[config.mk]
export PLATFORM = sky130hd
export DESIGN_NAME = byte_unstriping
export DESIGN_NICKNAME = d
export VERILOG_FILES = /design/src/rtl/byte_unstriping.sv
export SDC_FILE = /design/constraint.sdc
export NUM_CORES = 1
export LEC_CHECK = 0
export CORE_MARGIN = 4
export CORE_UTILIZATION = 45
export CTS_CLUSTER_DIAMETER = 40
export CTS_CLUSTER_SIZE = 28
export DETAILED_ROUTE_END_ITERATION = 10
export DONT_BUFFER_PORTS = 1
export GPL_TIMING_DRIVEN = 0
export PLACE_DENSITY_LB_ADDON = 0.08
export SYNTH_ARGS = -nofsm -noshare
export SYNTH_HDL_FRONTEND = slang
export SYNTH_SLANG_ARGS = --single-unit
[constraint.sdc]
create_clock -name byteUnstripingCLK -period 3.6 [get_ports byteUnstripingCLK]
set_input_delay 0.18 -clock byteUnstripingCLK [delete_from_list [all_inputs] [get_ports byteUnstripingCLK]]
set_output_delay 0.18 -clock byteUnstripingCLK [all_outputs]
set_load 0.03 [all_outputs]
[src/rtl/byte_unstriping.sv]
// ============================================================================
// Module   : byte_unstriping
// Function : Reassembles bytes from 4 serial lanes (two nibble beats each) into
//            a FIFO_DEPTH-entry output buffer. Optional BYTE_UNSTRIPING_PARITY_EN
//            adds a byteParity output.
// Revision : 1.0 - initial release
// ============================================================================
`default_nettype none

module byte_unstriping #(
  parameter int FIFO_DEPTH = 4
) (
  input  logic       byteUnstripingCLK,
  input  logic       byteUnstripingRST_L,
  input  logic       lane0,
  input  logic       lane1,
  input  logic       lane2,
  input  logic       lane3,
  input  logic       laneVLD,
  input  logic       laneSYNC,
  input  logic       outREADY,
  output logic [7:0] byteOUT,
  output logic       byteVLD,
  output logic [3:0] fifoCount,
`ifdef BYTE_UNSTRIPING_PARITY_EN
  output logic       byteParity,
`endif
  output logic       overflow
);

  localparam int PTR_W = (FIFO_DEPTH > 1) ? $clog2(FIFO_DEPTH) : 1;
  localparam logic [PTR_W-1:0] c_ptr_one = PTR_W'(1);
  localparam logic [3:0]       c_full    = 4'(FIFO_DEPTH);

  typedef enum logic [0:0] {
    PHASE_LO = 1'b0,
    PHASE_HI = 1'b1
  } state_t;

  state_t           r_state;
  logic [3:0]       r_lo_nibble;
  logic [PTR_W-1:0] r_wr_ptr;
  logic [PTR_W-1:0] r_rd_ptr;
  logic [3:0]       r_count;
  logic             r_overflow;
  logic [7:0]       r_mem [FIFO_DEPTH];

  logic [3:0] w_beat;
  logic       w_push;
  logic       w_pop;
  logic       w_full;
  logic       w_wr_en;

  assign w_beat  = {lane3, lane2, lane1, lane0};
  // A SYNC beat always starts a new byte, so it can never complete one.
  assign w_push  = laneVLD && !laneSYNC && (r_state == PHASE_HI);
  assign w_pop   = (r_count != 4'd0) && outREADY;
  assign w_full  = (r_count == c_full);
  // A pop in the same edge frees the slot, so a full buffer still accepts.
  assign w_wr_en = w_push && (!w_full || w_pop);

  always_ff @(posedge byteUnstripingCLK or negedge byteUnstripingRST_L) begin
    if (!byteUnstripingRST_L) begin
      r_state     <= PHASE_LO;
      r_lo_nibble <= 4'd0;
      r_wr_ptr    <= '0;
      r_rd_ptr    <= '0;
      r_count     <= 4'd0;
      r_overflow  <= 1'b0;
    end else begin
      if (laneVLD) begin
        if (laneSYNC || (r_state == PHASE_LO)) begin
          r_lo_nibble <= w_beat;
          r_state     <= PHASE_HI;
        end else begin
          r_state     <= PHASE_LO;
        end
      end
      if (w_wr_en) r_wr_ptr <= r_wr_ptr + c_ptr_one;
      if (w_pop)   r_rd_ptr <= r_rd_ptr + c_ptr_one;
      case ({w_wr_en, w_pop})
        2'b10:   r_count <= r_count + 4'd1;
        2'b01:   r_count <= r_count - 4'd1;
        default: r_count <= r_count;
      endcase
      if (w_push && !w_wr_en) r_overflow <= 1'b1;
    end
  end

  // Storage needs no reset: entries are only visible while counted.
  always_ff @(posedge byteUnstripingCLK) begin
    if (w_wr_en) r_mem[r_wr_ptr] <= {w_beat, r_lo_nibble};
  end

  assign byteVLD   = (r_count != 4'd0);
  assign byteOUT   = byteVLD ? r_mem[r_rd_ptr] : 8'h00;
  assign fifoCount = r_count;
  assign overflow  = r_overflow;

`ifdef BYTE_UNSTRIPING_PARITY_EN
  assign byteParity = ^byteOUT;
`endif

endmodule

`default_nettype wire

After elaboration in Yosys (flattened, before gate mapping)
Memories as Yosys holds them, arrays and structs flattened.
Cells that the tools add are included.
W data, S select, Z words.
{ "word_totals": {"wordCells": 33, "memories": 1, "ramBits": 32, "reg_bits": 14, "input_bits": 9, "out_inout_bits": 14} }
{ "op_classes": {"n_eq_ne": 3, "bitwise_logic": 1, "addsub": 4, "n_reduce_logical": 13, "muxes": 5} }
{ "memory_table": {"columns": ["memory", "words", "width", "rd", "rd_clocked_by_memory_dff", "wr", "line_no", "text"], "rows": [
  ["r_mem", 4, 8, 1, 0, 1, "46", "logic [7:0] r_mem [FIFO_DEPTH];"]
]} }
{ "op_table": {"columns": ["operator", "count"], "rows": [
  ["$mux W8", 1],
  ["$pmux W4 S2", 1],
  ["$logic_and A1 B1 Y1", 5],
  ["$add A2 B1 Y2 const B", 2],
  ["$add A4 B1 Y4 const B", 1],
  ["$eq A4 B3 Y1 const B", 1],
  ["$reduce_bool A4 Y1", 1],
  ["$sub A4 B1 Y4 const B", 1],
  ["$logic_not A1 Y1", 3],
  ["$mux W1", 3],
  ["$eq A2 B1 Y1 const B", 1],
  ["$eq A2 B2 Y1 const B", 1],
  ["$logic_or A1 B1 Y1", 2],
  ["$reduce_and A2 Y1", 1],
  ["$reduce_bool A2 Y1", 1],
  ["$not A1 Y1", 1]
]} }

Depth between registers and ports, before layout
Gate-level depths: netlist of run 1.
{ "logic_depth": {"word_depth": 6, "depth_mapped": 8} }

Worst setup path after synthesis of run 1
Ideal clock, no wire load.
{ "synth_timing": {"path_kind": "reg2reg", "start": "reg r_count[1], in the netlist fifoCount[1]", "end": "reg r_count[2], in the netlist fifoCount[2]", "path_buffers": 0, "required_ps": 3473, "stages_incl_launch_ff": 8, "arrival_ps": 2226, "setup_time_ps": 127, "setup_slack_ps": 1247, "period_less_slack_ps": 2353, "path_cell_list": "dfrtp_1 > or4_4 > and3_4 > ha_1 > xnor2_1 > or3_1 > o211ai_1 > a21oi_1"} }
{ "synth_via": {"elab_chain_len": 6, "elab_cells_between_ends": 12, "classes_between": "add/sub: 2; eq/ne: 3; mux: 1; reduce/logical: 6"} }
{ "synth_rtl": {"columns": ["item", "line_no", "text"], "rows": [
  ["start, declared", "44", "logic [3:0] r_count;"],
  ["start signal, assigned", "82", "2'b10: r_count <= r_count + 4'd1;"],
  ["start signal, assigned", "83", "2'b01: r_count <= r_count - 4'd1;"],
  ["start signal, assigned", "84", "default: r_count <= r_count;"],
  ["$eq A4 B3 Y1 or $reduce_bool A4 Y1 (tied branches)", "58, 57", null],
  ["$logic_not A1 Y1 or $logic_and A1 B1 Y1 (tied branches)", "60, 57", null],
  ["$logic_or A1 B1 Y1", "60", "assign w_wr_en = w_push && (!w_full || w_pop);"],
  ["$logic_and A1 B1 Y1", "60", null],
  ["$eq A2 B1 Y1 or $eq A2 B2 Y1 (tied branches)", "81", "case ({w_wr_en, w_pop})"],
  ["$pmux W4 S2 or $reduce_bool A2 Y1 (tied branches)", null, null]
]} }
Several ways; a longest one is shown, not always the timed one.
A chain may end at the register's enable or synchronous reset.

Worst setup path after layout of run 1
Same ends and word-level chain as after synthesis.

==> results.yml, run 1 <==
floorplan:
  start_util: 0.465
  dieArea_sq_mm: 0.00560
  ios: 23
  die_width_um: 74.8
  num_rows: 24
  die_height_um: 74.8
  core_sq_mm: 0.00432
synth:
  netlist.area_leader.share: 0.478
  yosys_warnings: 0
  synth.ff_latch_count: 46
  synth.most_common_cell: "edfxtp_1"
  synth_common_cells: "32 x edfxtp_1, 14 x dfrtp_1, 12 x and2_1"
  avgSynthCellArea_sq_um: 15.7
  synth-async-reset-ratio: 0.304
  syn-cell-area_sq_mm: 0.00201
  syn-num-nets: 144
  ys_types: 30
  synth_seq_area_share: 0.653
  synth_edf_count: 32
  ys_dominant_reg_cell: "edfxtp_1"
  synth_top_area_cell: "edfxtp_1"
  synth_area_leaders: "edfxtp_1 48%, dfrtp_1 17%, mux4_2 9.0%"
  synth_cells: 128
worst_setup_path:
  slowest_stage: "or4_4"
  startpoint: "fifoCount[1]"
  setup.worst_path.end_class: "register"
  critPathTopFamily: "simple AND/OR/NAND/NOR gates"
  timing.rr.end: "fifoCount[2]"
  worst_r2r_path_depth: 7
  cp_data_arrival_time_ps: 2670
  critical_path.max_fanout: 7
  worstPathRequired_ps: 3770
  crit_end: "fifoCount[2]"
  path_buf_inv: 0
  path_depth: 7
  max_stage_delay_ps: 630
  r2r-start: "fifoCount[1]"
  worstPathCellList: "or4_4, and3_4, ha_1, xnor2_1, or3_1, o211ai_1, a21oi_1"
  crit_type: "register to register"
  r2r_slack_ps: 1100
  startpoint_type: "register"
clocking:
  cts.clk_slew.worst_paths_ps: 80
  clock_sinks: 46
  post_cts_buffers: 0
  cts_max_level: 2
  clkLatencyLatePin_ps: 290
  cts_tree: "yes"
  clock_path_buffers: 2
  cts_resized: 0
  cts_root_buf: "clkbuf_8"
  cts_made_buffers: 5
sta:
  min_period_ps: 2500
  slew-limit-headroom: 0.486
  rsz0062_at_grt: "false"
  finalSetupTns_ps: 0
  hold_viol_final: 0
  tightest_slew_ps: 772
  fmax_mhz: 400
  maxSlewViolCount: 0
  fin_skew_ps: 4.33
  setup_slack_ps: 1100
  finalSetupViolations: 0
  fin_crit_sh: 0.694
layout:
  drive_above_1_share: 0.142
  layoutNonFillerInstCount: 193
  multiInputGateArea_sq_um: 656
  diodes: 0
  fillers: 374
  area_growth_pct: 9.71
  seqCellArea_sq_mm: 0.00131
  design_area_sq_mm: 0.00220
  layout.nets: 156
pwr:
  ir_drop_v: 0.000416
  p_total_w: 0.00170
  p_leak_nw: 0.814
  p_per_area_mw_per_mm2: 769
detailed_routing:
  routed_wl_mm: 3.44
  vias_per_cell: 5.41
  drtPass1Iterations: 4
  vias: 1044
  drt_iter0_drc: 82
  drt-wirelength-per-cell_um: 17.8
  detail-route-antenna-nets: 0
  drc_errors: 0
placed_design:
  dpl_cell_area_sq_mm: 0.00207
  gp_congestion: 0.708
  dp_hpwl_mm: 2.34
  dp_cells: 180
  io_buffers: 0
  pre_cts_slack_ps: 1110
global_route:
  grt_pass1_vias: 1107
  grt_max_degree: 15
  grt_pass1_wl_mm: 5.58
  antenna_found_initial: 0
  grtUsageTotal: 0.141
  grt-ovfl-total: 0
hold_path:
  hold_class: "input port to register"
  worstHoldStart: "laneVLD"
run_status:
  outcome: "complete, no violations"
job:
  cap_violations: 0
-- logic make-up after synthesis --
kind of cell	after synthesis	share of synthesized area
xor+xnor	5	0.0218
flops	46	0.653
mux	13	0.117
fa+ha+maj	7	0.0473
simple gates	32	0.0965
buf+inv	11	0.0212
compound gates	14	0.0436
-- cells in the final DEF, fill, tap and decap left out, drive strengths merged, types with 3 or more instances in the layout --
master,Yosys,layout
o211ai,3,3
xnor2,5,5
clkbuf,3,11
and2,12,12
dlygate4sd3,0,5
nand2,5,5
mux4,8,8
edfxtp,32,32
nor2,3,3
a21oi,5,5
mux2,4,4
dfrtp,14,14
ha,6,6
inv,7,7
-- report_power, final --
part           leakage [nW]  switching (W)  internal (W)  total [W]
clock network        0.0395       0.000153      0.000138   0.000291
registers             0.456       0.000116      0.000659   0.000775
logic                 0.318       0.000381      0.000250   0.000630
total                 0.814       0.000650       0.00105    0.00170
-- registers in the layout, indices dropped and copies added, names as in the netlist --
register,cells
overflow,1
r_lo_nibble,4
r_mem,32
r_rd_ptr,2
fifoCount,4
r_wr_ptr,2
r_state,1
-- final cells by class --
| type | instances | share of cell area |
|---|---|---|
| sequential | 46 | 0.595 |
| multi-input combinational | 71 | 0.297 |
| clock buffer | 8 | 0.0363 |
| tap | 52 | 0.0295 |
| timing repair buffer | 5 | 0.0227 |
| inverter | 7 | 0.0119 |
| buffer | 4 | 0.00738 |
-- how the worst min path moves through the flow --
stage,depth (start not counted),to,slack (ps)
finish,2,r_state,30
global route,1,r_lo_nibble[0],20
CTS,2,r_state,20
detailed placement,0,fifoCount[3],-120
global placement,0,fifoCount[0],-120
floorplan,0,fifoCount[0],-120
-- timing repair --
action / in CTS / in global routing
endpoints found under the setup margin: 0 / 0
hold buffers: 5 / 0
hold endpoints to repair: 30 / 0
-- metal layers --
layer	GRT usage	routed length, um	up-vias
met2	0.240	1690	19
met5	0	0	-
li1	-	-	497
met1	0.169	1560	522
met3	0.0427	132	6
met4	0.0534	55	0
-- worst reg2reg max path: stages (launching register included) --
cell and delay, ps:
dfrtp_1 560, or4_4 640, and3_4 220, ha_1 310, xnor2_1 160, or3_1 310, o211ai_1 100, a21oi_1 90
-- stage by stage --
step           hold WS (ps)  utilization
6_report               25.7        0.510
3_5_place_dp           -115        0.480
4_1_cts                19.7        0.510
3_3_place_gp           -115        0.480
5_1_grt                20.3        0.510
2_1_floorplan          -116            -
No activity file was read; power rests on OpenSTA's default activity.
==> run 2, diff against run 1 <==
--- a/config.mk
+++ b/config.mk
@@ -5,6 +5,7 @@
 export SDC_FILE = /design/constraint.sdc
 export NUM_CORES = 1
 export LEC_CHECK = 0
+export ABC_AREA = 1
 export CORE_MARGIN = 4
 export CORE_UTILIZATION = 45
 export CTS_CLUSTER_DIAMETER = 40
==> constraint.sdc (replaced) <==
create_clock -name byteUnstripingCLK -period 2.5 [get_ports byteUnstripingCLK]
set_input_delay 0.125 -clock byteUnstripingCLK [delete_from_list [all_inputs] [get_ports byteUnstripingCLK]]
set_output_delay 0.125 -clock byteUnstripingCLK [all_outputs]
set_load 0.03 [all_outputs]
==> results.yml, run 2 <==
run_status:
  outcome: "finished with violations"
  failed_checks: "hold timing"
placed_design:
  pre_cts_slack_ps: 393
  gp_congestion: 0.764
  io_buffers: 0
  dp_hpwl_mm: 2.67
synth:
  synth.ff_latch_count: 46
  syn-cell-area_sq_mm: 0.00202
  synth_area_leaders: "edfxtp_1 47%, dfrtp_1 17%, nor2_1 8.3%"
  synth_cells: 177
  synth.most_common_cell: "nor2_1"
  yosys_warnings: 0
  netlist.area_leader.share: 0.475
  syn-num-nets: 193
  synth_edf_count: 32
  synth_top_area_cell: "edfxtp_1"
  synth_common_cells: "45 x nor2_1, 32 x edfxtp_1, 16 x o21ai_0"
  ys_types: 22
  ys_dominant_reg_cell: "edfxtp_1"
  synth-async-reset-ratio: 0.304
  avgSynthCellArea_sq_um: 11.4
  synth_seq_area_share: 0.648
sta:
  tightest_slew_ps: 814
  whs_ps: -2.23
  setup_slack_ps: 351
  maxSlewViolCount: 0
  fmax_mhz: 465
  finalSetupViolations: 0
  finalSetupTns_ps: 0
  fin_skew_ps: 3.47
  min_period_ps: 2150
  fin_crit_sh: 0.860
  hold_viol_final: 1
  rsz0062_at_grt: "false"
  slew-limit-headroom: 0.455
worst_setup_path:
  critical_path.max_fanout: 8
  r2r_slack_ps: 390
  timing.rr.end: "fifoCount[3]"
  cp_data_arrival_time_ps: 2020
  r2r-start: "fifoCount[1]"
  crit_type: "register to output pin"
  worstPathRequired_ps: 2380
  startpoint_type: "register"
  setup.worst_path.end_class: "output pin"
  worst_r2r_path_depth: 12
clocking:
  cts_made_buffers: 5
  clkLatencyLatePin_ps: 290
  cts_resized: 0
  cts_max_level: 2
  clock_path_buffers: 2
  cts_tree: "yes"
  cts.clk_slew.worst_paths_ps: 80
  post_cts_buffers: 0
  hold_buffers: 6
  clock_sinks: 46
  cts_root_buf: "clkbuf_8"
global_route:
  grt_pass1_vias: 1251
  grt_max_degree: 15
  grtUsageTotal: 0.152
  grt_pass1_wl_mm: 6.22
  antenna_found_initial: 0
  grt-ovfl-total: 0
layout:
  largest-register: "r_mem"
  layout.nets: 206
  post-route-util: 0.526
  drive_above_1_share: 0.126
  final_cell_mix: "45 x nor2_1, 32 x edfxtp_1, 16 x o21ai_0, 15 x inv_1, 14 x dfrtp_1"
  diodes: 0
  area_growth_pct: 13.2
  layout_commonest_cell: "nor2_1"
  largest_reg_flops: 32
hold_path:
  hold_class: "input port to register"
  worstHoldEndpoint: "r_rd_ptr[0]"
  worstHoldStart: "outREADY"
  min_path_cells: 2
detailed_routing:
  drc_errors: 0
  vias: 1240
  routed_wl_mm: 3.81
  detail-route-antenna-nets: 0
  drtPass1Iterations: 4
  drt_iter0_drc: 54
  vias_per_cell: 5.10
  drt-wirelength-per-cell_um: 15.7
pwr:
  ir_drop_v: 0.000641
  p_total_w: 0.00276
  p_leak_nw: 0.917
  p_per_area_mw_per_mm2: 1200
floorplan:
  start_util: 0.465
  die_width_um: 75.1
  num_rows: 24
  ios: 23
  die_height_um: 75.1
  core_sq_mm: 0.00435
  dieArea_sq_mm: 0.00563
job:
  cap_violations: 0
==> run 2: cell count changes after synthesis, sizes merged, moves of 3 or more <==
| cell | delta |
|---|---|
| inv | +10 |
| xor2 | +4 |
| and2 | -12 |
| mux4 | -8 |
| a21oi | +7 |
| o211ai | -3 |
| nor2 | +43 |
| nand3 | +6 |
| xnor2 | -5 |
| nand2 | +6 |
| o21ai | +14 |
==> run 2: critical path: stages, from the launching register on <==
cell,delay [ps]
dfrtp_1,610
nor2_1,130
nand2_4,200
inv_1,200
a21oi_1,590
==> run 2: through the flow <==
stage                     cells  area (sq um)  hold WS (ps)
after floorplan             177          2020          -171
after global placement      229          2090          -170
after detailed placement    229          2090          -170
after CTS                   243          2290          4.06
after global routing        243          2290          1.44
final                       243          2290         -2.23
==> run 2: how the worst max path moves through the flow <==
stage | from | end | slack, ps
6_report | fifoCount[2] | byteOUT[0] | 350
3_3_place_gp | fifoCount[0] | r_mem[3][4] | 440
3_5_place_dp | fifoCount[1] | fifoCount[3] | 390
5_1_grt | fifoCount[1] | fifoCount[3] | 220
2_1_floorplan | fifoCount[1] | fifoCount[3] | 580
4_1_cts | fifoCount[2] | byteOUT[0] | 290
==> run 2: logic make-up after synthesis <==
group,after synthesis,synth area share
muxes,4,0.0223
xor gates and xnor gates,4,0.0173
and+or+nand+nor,66,0.150
DFF,46,0.648
adders and majority gates,7,0.0470
AOI/OAI and AO/OA,29,0.0730
buffers and inverters,21,0.0427
==> run 2: per-layer routing <==
metal	track usage	routed length, um	vias up
met5	0	0	-
met4	0.0494	45	0
met3	0.0347	138	6
met2	0.261	1970	19
met1	0.191	1650	593
li1	-	-	622
==> run 2: cell type report <==
| class | instances | area, sq um |
|---|---|---|
| fillers | 368 | 2060 |
| flip-flops and latches | 46 | 1310 |
| multi-input cells | 110 | 626 |
| clock buffers | 6 | 82.6 |
| well taps | 52 | 65.1 |
| inverters | 17 | 63.8 |
| clock inverters | 2 | 60.1 |
| repair buffers | 6 | 60.1 |
| plain buffers | 4 | 22.5 |
==> run 2: where the power goes <==
part	switching (W)	internal (W)	total, W
Sequential	0.000178	0.000953	0.00113
Clock	0.000242	0.000426	0.000668
Combinational	0.000686	0.000274	0.000960
Total	0.00111	0.00165	0.00276
==> run 3, diff against run 2 <==
--- a/config.mk
+++ b/config.mk
@@ -5,7 +5,6 @@
 export SDC_FILE = /design/constraint.sdc
 export NUM_CORES = 1
 export LEC_CHECK = 0
-export ABC_AREA = 1
 export CORE_MARGIN = 4
 export CORE_UTILIZATION = 45
 export CTS_CLUSTER_DIAMETER = 40
==> results.yml, run 3 (synthesized netlist as in run 1, its figures left out) <==
detailed_routing:
  drc_errors: 0
  vias_per_cell: 5.44
  detail-route-antenna-nets: 0
  drt_iter0_drc: 81
  drtPass1Iterations: 4
  vias: 1061
  routed_wl_mm: 3.44
  drt-wirelength-per-cell_um: 17.7
worst_setup_path:
  path_buf_inv: 0
  setup.worst_path.end_class: "register"
  worstPathCellList: "or4_4, and3_4, ha_1, xnor2_1, or3_1, o211ai_1, a21oi_1"
  path_depth: 7
  worst_r2r_path_depth: 7
  max_stage_delay_ps: 590
  crit_type: "register to register"
  slowest_stage: "or4_4"
  worstPathRequired_ps: 2670
  r2r_slack_ps: 80
  critical_path.max_fanout: 7
  startpoint_type: "register"
  critPathTopFamily: "simple AND/OR/NAND/NOR gates"
  cp_data_arrival_time_ps: 2590
pwr:
  p_leak_nw: 0.820
  p_per_area_mw_per_mm2: 1100
  ir_drop_v: 0.000603
  p_total_w: 0.00246
job:
  cap_violations: 0
floorplan:
  start_util: 0.465
  num_rows: 24
  ios: 23
  dieArea_sq_mm: 0.00560
  core_sq_mm: 0.00432
  die_width_um: 74.8
  die_height_um: 74.8
clocking:
  cts_max_level: 2
  clock_path_buffers: 2
  clock_sinks: 46
  clkLatencyLatePin_ps: 290
  cts_made_buffers: 5
  cts_root_buf: "clkbuf_8"
  cts_tree: "yes"
  cts.clk_slew.worst_paths_ps: 80
global_route:
  grt-ovfl-total: 0
  grt_pass1_vias: 1101
  grt_max_degree: 15
  grt_pass1_wl_mm: 5.55
  grtUsageTotal: 0.140
  antenna_found_initial: 0
sta:
  slew-limit-headroom: 0.482
  hold_viol_final: 0
  tightest_slew_ps: 777
  fin_crit_sh: 0.969
  min_period_ps: 2420
  finalSetupTns_ps: 0
  fin_skew_ps: 4.16
  finalSetupViolations: 0
  rsz0062_at_grt: "false"
  maxSlewViolCount: 0
  fmax_mhz: 413
layout:
  layout_commonest_cell: "edfxtp_1"
  largest_reg_flops: 32
  final_cell_mix: "32 x edfxtp_1, 12 x and2_1, 12 x dfrtp_1, 8 x mux4_2"
  diodes: 0
  area_growth_pct: 10.8
  drive_above_1_share: 0.154
  largest-register: "r_mem"
  layout.nets: 158
hold_path:
  hold_class: "input port to register"
  min_path_cells: 3
placed_design:
  io_buffers: 0
  gp_congestion: 0.708
  dp_hpwl_mm: 2.34
run_status:
  outcome: "complete, no violations"
run 3: path summary, 6_finish.rpt:
kind | from | endpoint
min | outREADY | fifoCount[0]
min in group asynchronous | byteUnstripingRST_L | r_lo_nibble[2]
max in group asynchronous | byteUnstripingRST_L | fifoCount[1]
min reg2reg | r_lo_nibble[3] | r_mem[3][3]
max reg2reg | fifoCount[1] | fifoCount[2]
max | fifoCount[1] | fifoCount[2]
run 3: worst min-delay path, delay by kind of cell:
family | cells | cell delay [ps]
AND/OR/NAND/NOR | 2 | 80
AO/OA/AOI/OAI | 1 | 60
run 3: routing by layer:
metal | vias up | wire [um] | GRT usage
li1 | 501 | - | -
met1 | 518 | 1580 | 0.170
met2 | 34 | 1650 | 0.233
met3 | 8 | 146 | 0.0427
met4 | 0 | 61 | 0.0534
met5 | - | 0 | 0
run 3: stage by stage:
step,cells,cell area [sq um],hold WS [ps],setup WS [ps],utilization
floorplan,128,2010,-171,147,-
global placement,180,2070,-170,24.0,0.480
detailed placement,180,2070,-170,10.6,0.480
CTS,195,2230,17.9,30.5,0.515
global route,195,2230,27.7,1.96,0.515
finish,195,2230,16.2,78.4,0.515
run 3: area by class of cell:
cell class,count,area [sq um]
inverters,7,26.3
plain buffers,4,16.3
multi-input cells,71,656
well taps,52,65.1
clock buffers,8,80.1
repair buffers,7,70.1
fillers,377,2100
flip-flops and latches,46,1310
run 3: report_power, final:
part	total [W]	internal (W)	leakage, nW	switching, W
clock	0.000421	0.000199	0.0395	0.000222
combinational	0.000915	0.000362	0.327	0.000553
sequential	0.00112	0.000953	0.454	0.000168
run 3: repair_timing:
action,CTS,global route
hold buffers,7,0
buffers inserted,0,0
resized for setup,1,1
endpoints found under the hold margin,37,0
pin swaps,0,0
endpoints found under the setup margin,1,2
